[config.mk]
export PLATFORM = sky130hd
export DESIGN_NAME = pipe_ctrl
export DESIGN_NICKNAME = d
export VERILOG_FILES = /design/src/rtl/pipe_ctrl_pkg.sv /design/src/rtl/pipe_ctrl_sat_counter.sv /design/src/rtl/pipe_ctrl.sv
export SDC_FILE = /design/constraint.sdc
export NUM_CORES = 1
export LEC_CHECK = 0
export ABC_CLOCK_PERIOD_IN_PS = 7100
export CAP_MARGIN = 10
export CORE_MARGIN = 8
export CORE_UTILIZATION = 45
export DETAILED_ROUTE_END_ITERATION = 7
export PLACE_DENSITY_LB_ADDON = 0.15
export SYNTH_ARGS = -nofsm -noshare
export SYNTH_HDL_FRONTEND = slang
export SYNTH_HIERARCHICAL = 1
export SYNTH_SLANG_ARGS = --single-unit
[constraint.sdc]
create_clock -name clk -period 7.1 [get_ports clk]
set_input_delay 0.71 -clock clk [delete_from_list [all_inputs] [get_ports clk]]
set_output_delay 0.71 -clock clk [all_outputs]
set_load 0.01 [all_outputs]
[src/rtl/pipe_ctrl_pkg.sv]
// Shared constants and types for the pipeline controller: stall codes, FSM states, reset level.
// Latency: n/a (declarations only).
// Backpressure: n/a.
package pipe_ctrl_pkg;

    // Stall vector codes: bit0 PC, bit1 IF/ID, bit2 ID/EX, bit3 EX/MEM, bit4 MEM/WB, bit5 reserved.
    localparam logic [5:0]  STALL_NONE = 6'b000000;
    localparam logic [5:0]  STALL_ID   = 6'b000111;
    localparam logic [5:0]  STALL_EX   = 6'b001111;

    // This block resets on a low level.
    localparam logic        RstEnable  = 1'b0;
    localparam logic [31:0] ZeroWord   = 32'h0000_0000;

    typedef enum logic {
        ST_RUN      = 1'b0,
        ST_DIV_WAIT = 1'b1
    } state_t;

endpackage

[src/rtl/pipe_ctrl_sat_counter.sv]
// Saturating up-counter with increment enable; holds at all-ones.
// Latency: count updates on the clock after i_inc is seen.
// Backpressure: none; increments past all-ones are dropped.
module sat_counter #(
    parameter int W = 32
) (
    input  logic         clk,
    input  logic         rst_n,
    input  logic         i_inc,
    output logic [W-1:0] o_cnt
);

    logic [W-1:0] r_cnt;

    // Count enabled cycles, stopping once every bit is set.
    always_ff @(posedge clk or negedge rst_n) begin
        if (!rst_n) begin
            r_cnt <= '0;
        end else if (i_inc && (r_cnt != '1)) begin
            r_cnt <= r_cnt + W'(1);
        end
    end

    assign o_cnt = r_cnt;

endmodule

[src/rtl/pipe_ctrl.sv]
// Pipeline controller: per-stage stall vector, exception flush/redirect, divider start/annul with watchdog.
// Latency: stall/flush/new_pc/div_start/div_annul are combinational; state, error flag and counter are registered.
// Backpressure: the pipeline is frozen via stall while the divider is pending; the watchdog bounds that freeze.
module pipe_ctrl
    import pipe_ctrl_pkg::*;
#(
    parameter int DIV_TIMEOUT = 64,
    parameter int CNT_W       = 32
) (
    input  logic             clk,
    input  logic             rst,
    input  logic             id_stallreq,
    input  logic             ex_div_req,
    input  logic             div_ready,
    input  logic             excp_valid,
    input  logic [31:0]      excp_pc,
    output logic [5:0]       stall,
    output logic             flush,
    output logic [31:0]      new_pc,
    output logic             div_start,
    output logic             div_annul,
    output logic             div_busy,
    output logic             div_timeout_err,
    output logic [CNT_W-1:0] stall_cycles
);

    localparam int                WCNT_W    = $clog2(DIV_TIMEOUT) + 1;
    localparam logic [WCNT_W-1:0] WCNT_LAST = WCNT_W'(DIV_TIMEOUT - 1);

    state_t            r_state;
    state_t            w_state_nxt;
    logic [WCNT_W-1:0] r_wait_cnt;
    logic [WCNT_W-1:0] w_wait_nxt;
    logic              r_timeout_err;
    logic              w_err_set;
    logic              w_in_rst;

    assign w_in_rst = (rst == RstEnable);

    // State, wait counter and sticky watchdog flag.
    always_ff @(posedge clk or negedge rst) begin
        if (!rst) begin
            r_state       <= ST_RUN;
            r_wait_cnt    <= '0;
            r_timeout_err <= 1'b0;
        end else begin
            r_state       <= w_state_nxt;
            r_wait_cnt    <= w_wait_nxt;
            r_timeout_err <= r_timeout_err | w_err_set;
        end
    end

    // Next state and outputs; priority is exception, then divider, then load-use.
    always_comb begin
        stall       = STALL_NONE;
        flush       = 1'b0;
        new_pc      = ZeroWord;
        div_start   = 1'b0;
        div_annul   = 1'b0;
        w_state_nxt = r_state;
        w_wait_nxt  = r_wait_cnt;
        w_err_set   = 1'b0;

        if (excp_valid) begin
            // Redirect; any divide in flight or about to start is dropped.
            flush       = 1'b1;
            new_pc      = excp_pc;
            div_annul   = (r_state == ST_DIV_WAIT) || ex_div_req;
            w_state_nxt = ST_RUN;
            w_wait_nxt  = '0;
        end else begin
            unique case (r_state)
                ST_RUN: begin
                    if (ex_div_req) begin
                        // The divider freeze already covers any load-use stall.
                        div_start   = 1'b1;
                        stall       = STALL_EX;
                        w_state_nxt = ST_DIV_WAIT;
                        w_wait_nxt  = '0;
                    end else if (id_stallreq) begin
                        stall = STALL_ID;
                    end
                end
                ST_DIV_WAIT: begin
                    if (div_ready) begin
                        // Release so EX/MEM captures the quotient; ex_div_req still high is the same op.
                        w_state_nxt = ST_RUN;
                        w_wait_nxt  = '0;
                    end else if (r_wait_cnt != WCNT_LAST) begin
                        stall      = STALL_EX;
                        w_wait_nxt = r_wait_cnt + WCNT_W'(1);
                    end else begin
                        div_annul   = 1'b1;
                        w_err_set   = 1'b1;
                        w_state_nxt = ST_RUN;
                        w_wait_nxt  = '0;
                    end
                end
                default: begin
                    w_state_nxt = ST_RUN;
                    w_wait_nxt  = '0;
                end
            endcase
        end

        // Everything combinational is quiet while reset is held.
        if (w_in_rst) begin
            stall     = STALL_NONE;
            flush     = 1'b0;
            new_pc    = ZeroWord;
            div_start = 1'b0;
            div_annul = 1'b0;
        end
    end

    assign div_busy        = !w_in_rst && (r_state == ST_DIV_WAIT);
    assign div_timeout_err = r_timeout_err;

    sat_counter #(
        .W (CNT_W)
    ) u_stall_cnt (
        .clk   (clk),
        .rst_n (rst),
        .i_inc (stall[0]),
        .o_cnt (stall_cycles)
    );

endmodule

==> metrics, run 1 <==
status=finished, final reports clean; minimum clock period=between 4 and 5 ns; input/output buffers=110; Seq cells post-synth=41; CP max FO=39; final antenna-violating net count=0; CTS clk-pin slew, worst paths=about 0.070 ns; most frequent cells in the layout=109 x clkdlybuf4s50_1, 41 x dfrtp_1, 34 x and3_1; Final period util=61.6%; Clock Latency Late Sink=between 0.2 and 0.3 ns; setup bufs post-CTS=0; Synth Area in XOR/XNOR=between 10% and 20%; max cap viols=0; cts hold-fix bufs=0; # setup viols final=0; CTS tree=done; Longest Clk Path Bufs=2; sequential share of the synthesized area=around 43%; relative slew slack=28.2%; vias in the first global route=2,146; Synth Area in Compound Gates=6.62%; core box area=approximately 0.0051 sq mm; final wirelength=between 7000 and 8000 um; row cnt=26; Ys Warns=6; total global-route track usage=around 18%; PD cells=~160 mW/mm^2; Hold Worst Slack=~0.46 ns; CTS root buf=clkbuf_8; Starting Density=about 47%; per-cell routed wire length=16.9 um; grt ovf=0; Die ar.=approximately 0.0079 sq mm; GP Congestion=roughly 0.84; clock buffer count from CTS=5; final std cell area, no fill=between 0.003 and 0.004 sq mm; CP dominant cell by count=clkdlybuf4s50_1; Netlist cell types=44; Worst EP required=6.39 ns; vias=2,266; largest net degree at the start of global routing=78; die height=approximately 90 um; Post-synth EDFFs=0; estimated wirelength of the detail-placed design=5490 um; drt pass-1 iters=4; Buf+Inv Stages, Crit Path=2; clock skew=between 0.005 and 0.006 ns; final hold viol count=0; largest family of logic cells by synthesized area=simple AND/OR/NAND/NOR gates; crit path DAT=about 3.7 ns; share of cells above drive strength 1=under 10%; via density per instance=5.29; first-pass GRT wire length=between 10,000 and 15,000 um; crit path kind=in -> out; maximum VDD drop=around 0.20 mV; fmax=between 0.2 and 0.25 GHz; syn_area_per_cell=~9.5 sq um; CP Capture Type=primary output; # IOs=around 110; Tot Pwr=roughly 560 uW; Layout Utilization=a little over two thirds; crit path launch type=input pin; synth-to-layout area growth=50.6%; crit path cell chain=clkdlybuf4s50_1 -> nand2b_1 -> nor3_1 -> clkdlybuf4s50_1; Die Span X=89.0 um; Worst-Margin Slew=~1.1 ns; mux share of post-synthesis cell area=~1.4%; simple-gate share of the synthesized area=about a third; area share of fa/ha/maj cells after synthesis=1.04%; CP max stage delay=between 0.9 and 1 ns; post-CTS resize count=0; Synth Instances=about 250; Final Net Count=between 300 and 400; area of the mapped netlist=roughly 0.0024 sq mm; First DRT Iteration DRCs=around 130; clock sinks=between 40 and 50; commonest non-fill, non-tap cell in the layout=clkdlybuf4s50_1; type of the tightest min-delay check=reg -> reg; Main synth FF type=dfrtp_1; Post-DP Area=between 0.003 and 0.004 sq mm; initial antenna violation count=0; crit-path leading delay family=buffers and inverters; ys async rst share=100%; H-tree depth=2; setup total negative slack=0 ns; CP max-delay cell=clkdlybuf4s50_1; Lkg Pwr=approximately 1.5 nW; number of remaining DRC errors=0; max-slew violations=0; unrepaired setup endpoints after global routing=no; # diodes=0
-- metal layers --
metal  vias up  track usage [%]  wire length [um]
met4         0             4.23                27
met3         2             4.78               510
met5         -                0                 0
met2        71             30.7              3460
li1       1118                -                 -
met1      1075             23.0              3230
-- Yosys cell counts, types with 2 or more instances --
library cell,n,share of area [%]
a31oi_1,2,0.52
nand3_1,17,3.5
clkbuf_1,8,1.3
or4_4,2,0.94
and4_1,5,1.8
and2_1,3,0.78
nor4_1,3,0.78
o21ai_0,4,0.83
nand4_1,15,3.9
nor3_2,2,0.83
nor2b_1,4,1.0
nor2_1,12,1.9
and3_1,34,8.9
o211ai_1,2,0.63
xnor2_1,24,8.8
xor2_1,5,1.8
ha_1,2,1.0
a21oi_1,4,0.83
a21o_1,2,0.63
dfrtp_1,41,43
mux2_2,2,0.94
nor3_1,8,1.7
nand2_1,25,3.9
buf_4,4,1.3
o21a_1,3,0.94
-- registers in the layout, summed over array words and instances (netlist names) --
| signal | flops |
|---|---|
| u_stall_cnt/o_cnt | 32 |
| r_wait_cnt | 7 |
| div_timeout_err | 1 |
| r_state | 1 |
-- kinds of logic (layout without fill, tap and decap cells) --
logic type | count (synthesis) | count (layout)
simple gates | 140 | 140
flops | 41 | 41
xor+xnor | 29 | 29
compound gates | 22 | 22
buf+inv | 14 | 119
mux | 3 | 3
fa+ha+maj | 2 | 2
other cells | 1 | 2
-- worst paths after layout --
check,from,endpoint,slack (ns),cells past startpoint
setup / recovery,excp_valid,stall[1],2.72,4
hold / removal,div_timeout_err,div_timeout_err,0.46,1
setup reg to reg,r_wait_cnt[0],u_stall_cnt/o_cnt[29],3.57,10
hold reg to reg,div_timeout_err,div_timeout_err,0.46,1
max in group asynchronous,rst,u_stall_cnt/o_cnt[31],6.02,2
min in group asynchronous,rst,u_stall_cnt/o_cnt[26],0.58,2
-- per-stage QoR --
step | setup slack [ns] | std cells
finish | 2.72 | 428
global route | 2.43 | 428
CTS | 2.70 | 428
detailed placement | 2.71 | 421
global placement | 2.82 | 421
floorplan | 3.98 | 253
-- final cells by class --
type                            count  area, sq um
Sequential cell                    41         1030
Fill cell                         429         1530
Multi-Input combinational cell    198         1300
Timing Repair Buffer              111         1100
Clock inverter                      1         7.51
Clock buffer                        6         82.6
Inverter                            1         3.75
Tap cell                           70         87.6
-- report_power, final --
part / total [mW] / switching [mW] / internal [mW] / leakage, nW
registers: 0.274 / 0.0246 / 0.249 / 0.562
logic: 0.138 / 0.0583 / 0.0798 / 0.937
clock network: 0.153 / 0.0763 / 0.0768 / 0.0433
(Power assumes the default switching activity.)
==> inputs of run 2 (changes only) <==
- ABC_CLOCK_PERIOD_IN_PS: 7100 -> 4100
- CORE_UTILIZATION: 45 -> 41
- clock period: 7.1 -> 4.1 ns (I/O delays scaled with it)
==> metrics, run 2 (synthesized netlist as in run 1, its figures left out) <==
status=finished, final reports clean (unchanged); Lkg Pwr=1.57 nW (was 1.54 nW); clock sinks=41 (unchanged); crit path launch type=register (was input pin); Clock Latency Late Sink=0.30 ns (was 0.29 ns); vias in the first global route=2,293 (was 2,146); Worst-Margin Slew=0.770 ns (was 1.07 ns); first-pass GRT wire length=12,300 um (was 11,400 um); Placement Setup Slack=1.17 ns (was 2.71 ns); sequential share of power=45.4% (was 48.4%); worst r2r src=r_wait_cnt[0] (unchanged); Worst setup endpoint=u_stall_cnt/o_cnt[29] (was stall[1]); # diodes=0 (unchanged); per-cell routed wire length=16.9 um (about the same); estimated wirelength of the detail-placed design=5670 um (was 5490 um); CTS clk-pin slew, worst paths=0.09 ns (was 0.07 ns); Comb pwr share=22.6% (was 24.4%); die height=92.5 um (was 89.0 um); internal power=753 uW (was 406 uW); crit path kind=reg -> reg (was in -> out); Worst Setup SP=r_wait_cnt[0] (was excp_valid); initial antenna violation count=0 (unchanged); Final period util=~73%; CTS root buf=clkbuf_8 (unchanged); switching power total=291 uW (was 159 uW); commonest non-fill, non-tap cell in the layout=clkdlybuf4s50_1 (unchanged); total global-route track usage=17.7% (was 18.4%); fmax=between 0.3 and 0.4 GHz; Reg-to-Reg End=u_stall_cnt/o_cnt[29] (unchanged); maximum VDD drop=0.300 mV (was 0.198 mV); final wirelength=7370 um (was 7230 um); number of remaining DRC errors=0 (unchanged); Starting Density=41.5% (was 46.7%); max reg flops=32 (unchanged); minimum clock period=approximately 3 ns; Sw Ratio=27.9% (was 28.2%); Worst EP required=4.34 ns (was 6.39 ns); Die Span X=92.5 um (was 89.0 um); input/output buffers=110 (unchanged); post-route setup slack=1.10 ns (was 2.72 ns); cts hold-fix bufs=0 (unchanged); First DRT Iteration DRCs=102 (was 129); clock buffer count from CTS=5 (unchanged); # IOs=113 (unchanged); # setup viols final=0 (unchanged); via density per instance=5.16 (was 5.29); unrepaired setup endpoints after global routing=no (unchanged); Die ar.=0.00855 sq mm (was 0.00792 sq mm); setup bufs post-CTS=0 (unchanged); CTS tree=done (unchanged); final hold viol count=0 (unchanged); post-CTS resize count=0 (unchanged); filler cell count=508 (was 429); final antenna-violating net count=0 (unchanged); grt ovf=0 (unchanged); max cap viols=0 (unchanged); vias=2,251 (was 2,266); setup total negative slack=0 ns (unchanged); relative slew slack=48.3% (was 28.2%); drt pass-1 iters=4 (unchanged); synth-to-layout area growth=52.4% (was 50.6%); type of the tightest min-delay check=in -> async (was reg -> reg); worst reg2reg path depth=11 (was 10); largest net degree at the start of global routing=59 (was 78); max-slew violations=0 (unchanged); PD cells=285 mW/mm^2 (was 156 mW/mm^2); GP Congestion=0.835 (was 0.843); flop2flop setup slack=1.10 ns (was 3.57 ns); Longest Clk Path Bufs=2 (unchanged); CP Capture Type=register (was primary output); row cnt=28 (was 26); clock skew=0.0166 ns (was 0.00559 ns); CP max FO=9 (was 39); most frequent cells in the layout=109 x clkdlybuf4s50_1, 41 x dfrtp_1, 34 x and3_1 (unchanged); Clk pwr share=32.0% (was 27.1%); core box area=0.00578 sq mm (was 0.00514 sq mm); Final Net Count=400 (was 398); H-tree depth=2 (unchanged); crit path DAT=3.23 ns (was 3.67 ns); share of cells above drive strength 1=7.20% (was 6.42%)
run 2: metrics by stage:
stage          hold WS [ns]  util (%)  area [sq um]  instances  total power, mW
3_3_place_gp          0.472      61.3          3540        428            0.717
2_1_floorplan         0.114         -          2400        253            0.569
3_5_place_dp          0.460      61.3          3540        428            0.718
6_report              0.470      63.2          3660        436             1.04
5_1_grt               0.500      63.2          3660        436             1.09
4_1_cts               0.475      63.2          3660        436             1.05
run 2: worst min path at each step:
| stage | start | slack, ns | to | cells past startpoint |
|---|---|---|---|---|
| after floorplan | rst | 0.11 | div_timeout_err | 0 |
| after global placement | div_timeout_err | 0.47 | div_timeout_err | 1 |
| after detailed placement | div_timeout_err | 0.46 | div_timeout_err | 1 |
| after CTS | rst | 0.48 | u_stall_cnt/o_cnt[20] | 2 |
| after global routing | div_timeout_err | 0.50 | div_timeout_err | 1 |
| final | rst | 0.47 | u_stall_cnt/o_cnt[31] | 2 |
run 2: power groups by stage:
stage	Sequential (mW)	Clock, mW	Combinational, mW
floorplan	0.486	0	0.0837
global placement	0.482	0	0.235
detailed placement	0.481	0	0.237
CTS	0.474	0.340	0.238
global route	0.482	0.358	0.255
finish	0.473	0.334	0.236
run 2: routing by layer:
layer / vias to the layer above / track usage (%) / share of wire, %
met4: 0 / 3.22 / 0.62
met5: - / 0 / 0
met3: 4 / 4.61 / 5.3
met2: 62 / 29.0 / 48
li1: 1124 / - / -
met1: 1061 / 23.1 / 46
run 2: layout make-up:
type,count,area (sq um),share of cell area (%)
Tap cell,75,93.8,2.57
Multi-Input combinational cell,198,1300,35.6
Sequential cell,41,1030,28.1
Inverter,1,3.75,0.103
Clock buffer,5,68.8,1.88
Timing Repair Buffer,113,1120,30.6
Clock inverter,3,43.8,1.20
run 2: critical path: stages (launching register included):
cell and delay [ns]:
dfrtp_1 0.41, ha_1 0.25, and4_1 0.26, and2_1 0.19
o21a_1 0.17, nor3_1 0.17, buf_4 0.19, and3_1 0.22
nor2b_1 0.52, nand4_1 0.19, nor4_2 0.20, xor2_1 0.16
==> inputs of run 3 (changes only) <==
- ABC_CLOCK_PERIOD_IN_PS: 4100 -> 2450
- CORE_UTILIZATION: 41 -> 37
- clock period: 4.1 -> 2.45 ns (I/O delays scaled with it)
==> metrics, run 3 (synthesized netlist as in run 1, its figures left out) <==
status=finished, final reports clean (unchanged); Worst-Margin Slew=0.592 ns (was 0.770 ns); worst reg2reg path depth=10 (was 11); clock skew=0.00604 ns (was 0.0166 ns); clock buffer count from CTS=5 (unchanged); First DRT Iteration DRCs=72 (was 102); max cap viols=0 (unchanged); Lkg Pwr=1.66 nW (was 1.57 nW); CTS tree=done (unchanged); Tot Pwr=1.77 mW (was 1.04 mW); Post-DP Area=0.00362 sq mm (was 0.00354 sq mm); crit path launch type=register (unchanged); max-slew violations=0 (unchanged); estimated wirelength of the detail-placed design=5870 um (was 5670 um); CTS clk-pin slew, worst paths=0.08 ns (was 0.09 ns); core box area=0.00631 sq mm (was 0.00578 sq mm); vias in the first global route=2,269 (was 2,293); hold depth=1; input/output buffers=110 (unchanged); maximum VDD drop=0.417 mV (was 0.300 mV); Final period util=96.9% (was 73.1%); clock sinks=41 (unchanged); FF/Latch Area=0.00103 sq mm (unchanged); commonest non-fill, non-tap cell in the layout=clkdlybuf4s50_1 (unchanged); internal power=1.30 mW (was 753 uW); # diodes=0 (unchanged); filler cell count=567 (was 508); # setup viols final=0 (unchanged); initial antenna violation count=0 (unchanged); # IOs=113 (unchanged); vias=2,332 (was 2,251); Die ar.=0.00932 sq mm (was 0.00855 sq mm); switching power total=471 uW (was 291 uW); Comb pwr share=23.3% (was 22.6%); synth-to-layout area growth=59.7% (was 52.4%); row cnt=29 (was 28); Final Net Count=414 (was 400); crit path kind=reg -> reg (unchanged); PD cells=462 mW/mm^2 (was 285 mW/mm^2); final hold viol count=0 (unchanged); sequential share of power=44.9% (was 45.4%); Longest Clk Path Bufs=2 (unchanged); Worst EP required=2.62 ns (was 4.34 ns); via density per instance=5.16 (about the same); Die Span X=96.5 um (was 92.5 um); multi-input logic area=0.00134 sq mm (was 0.00130 sq mm); max reg flops=32 (unchanged); number of remaining DRC errors=0 (unchanged); Starting Density=38.0% (was 41.5%); Layout Cells excl Fill=452 (was 436); final antenna-violating net count=0 (unchanged); setup total negative slack=0 ns (unchanged); total global-route track usage=16.7% (was 17.7%); share of cells above drive strength 1=12.3% (was 7.20%); die height=96.5 um (was 92.5 um); first-pass GRT wire length=12,100 um (was 12,300 um); Layout Utilization=60.7% (was 63.2%); H-tree depth=2 (unchanged); largest net degree at the start of global routing=77 (was 59); Clk pwr share=31.8% (was 32.0%); drt pass-1 iters=4 (unchanged); most frequent cells in the layout=106 x clkdlybuf4s50_1, 41 x dfrtp_1, 33 x and3_1 (was 109 x clkdlybuf4s50_1, 41 x dfrtp_1, 34 x and3_1); final wirelength=7690 um (was 7370 um); GP Congestion=0.789 (was 0.835); relative slew slack=60.1% (was 48.3%); CTS root buf=clkbuf_8 (unchanged); placed cells=435 (was 428); Clock Latency Late Sink=0.29 ns (was 0.30 ns); Sw Ratio=26.6% (was 27.9%); per-cell routed wire length=17.0 um (was 16.9 um); final std cell area, no fill=0.00383 sq mm (was 0.00366 sq mm); type of the tightest min-delay check=reg -> reg (was in -> async); CP Capture Type=register (unchanged); minimum clock period=2.37 ns (was 3.00 ns); fmax=0.421 GHz (was 0.334 GHz); grt ovf=0 (unchanged); unrepaired setup endpoints after global routing=yes (was no); CP max FO=7 (was 9); crit path DAT=2.55 ns (was 3.23 ns)
## run 3: cell types whose count changed in the layout (fill, tap and decap cells not counted), moves of 2 or more
| cell | change |
|---|---|
| buf_4 | +9 |
| buf_6 | +3 |
| nor3_4 | +2 |
| clkdlybuf4s50_1 | -3 |
| nor3_1 | -2 |
| dlygate4sd2_1 | +3 |
## run 3: layout make-up
cell class	count	share of cell area (%)
multi-input combinational	198	35.0
timing repair buffer	127	32.5
sequential	41	26.8
tap	77	2.52
clock buffer	7	2.25
clock inverter	1	0.784
inverter	1	0.0980
## run 3: repair_timing
action | in CTS | in global routing
gates resized for setup | 3 | 6
setup endpoints to repair | 6 | 9
endpoints found under the hold margin | 41 | 0
setup buffers | 3 | 5
hold buffers | 1 | 0
pin swaps | 3 | 8
## run 3: critical path: stages (launching register included)
cell and delay [ns]:
dfrtp_1 0.39, ha_2 0.20, and4_4 0.21, and2_4 0.16, o21a_1 0.19, nor3_4 0.14, buf_6 0.15, nand4_1 0.24
nor3_4 0.34, nand2_1 0.11, xnor2_1 0.13
## run 3: worst paths after layout
| check | slack [ns] | endpoint | from |
|---|---|---|---|
| min in group asynchronous | 0.55 | u_stall_cnt/o_cnt[25] | rst |
| max in group asynchronous | 1.66 | u_stall_cnt/o_cnt[1] | rst |
| worst min-delay path | 0.47 | div_timeout_err | div_timeout_err |
| worst min register to register | 0.47 | div_timeout_err | div_timeout_err |
| worst max register to register | 0.08 | u_stall_cnt/o_cnt[30] | r_wait_cnt[1] |
| worst max-delay path | 0.08 | u_stall_cnt/o_cnt[30] | r_wait_cnt[1] |
## run 3: metal layers
metal	global-route usage [%]	share of wire (%)
met1	20.2	40
met2	29.4	53
met3	3.79	6.4
met4	3.40	0.36
met5	0	0
## run 3: stage by stage
step	setup slack, ns	hold slack (ns)
global route	-0.0639	0.500
finish	0.0760	0.469
detailed placement	0.00380	0.297
global placement	0.0592	0.290
floorplan	-0.0843	-0.0506
CTS	0.0195	0.478
## run 3: power groups by stage
stage	registers (mW)	logic, mW	clock network [mW]
after floorplan	0.814	0.144	0
after global placement	0.807	0.403	0
after detailed placement	0.809	0.407	0
after CTS	0.797	0.411	0.575
after global routing	0.809	0.451	0.601
final	0.795	0.412	0.563
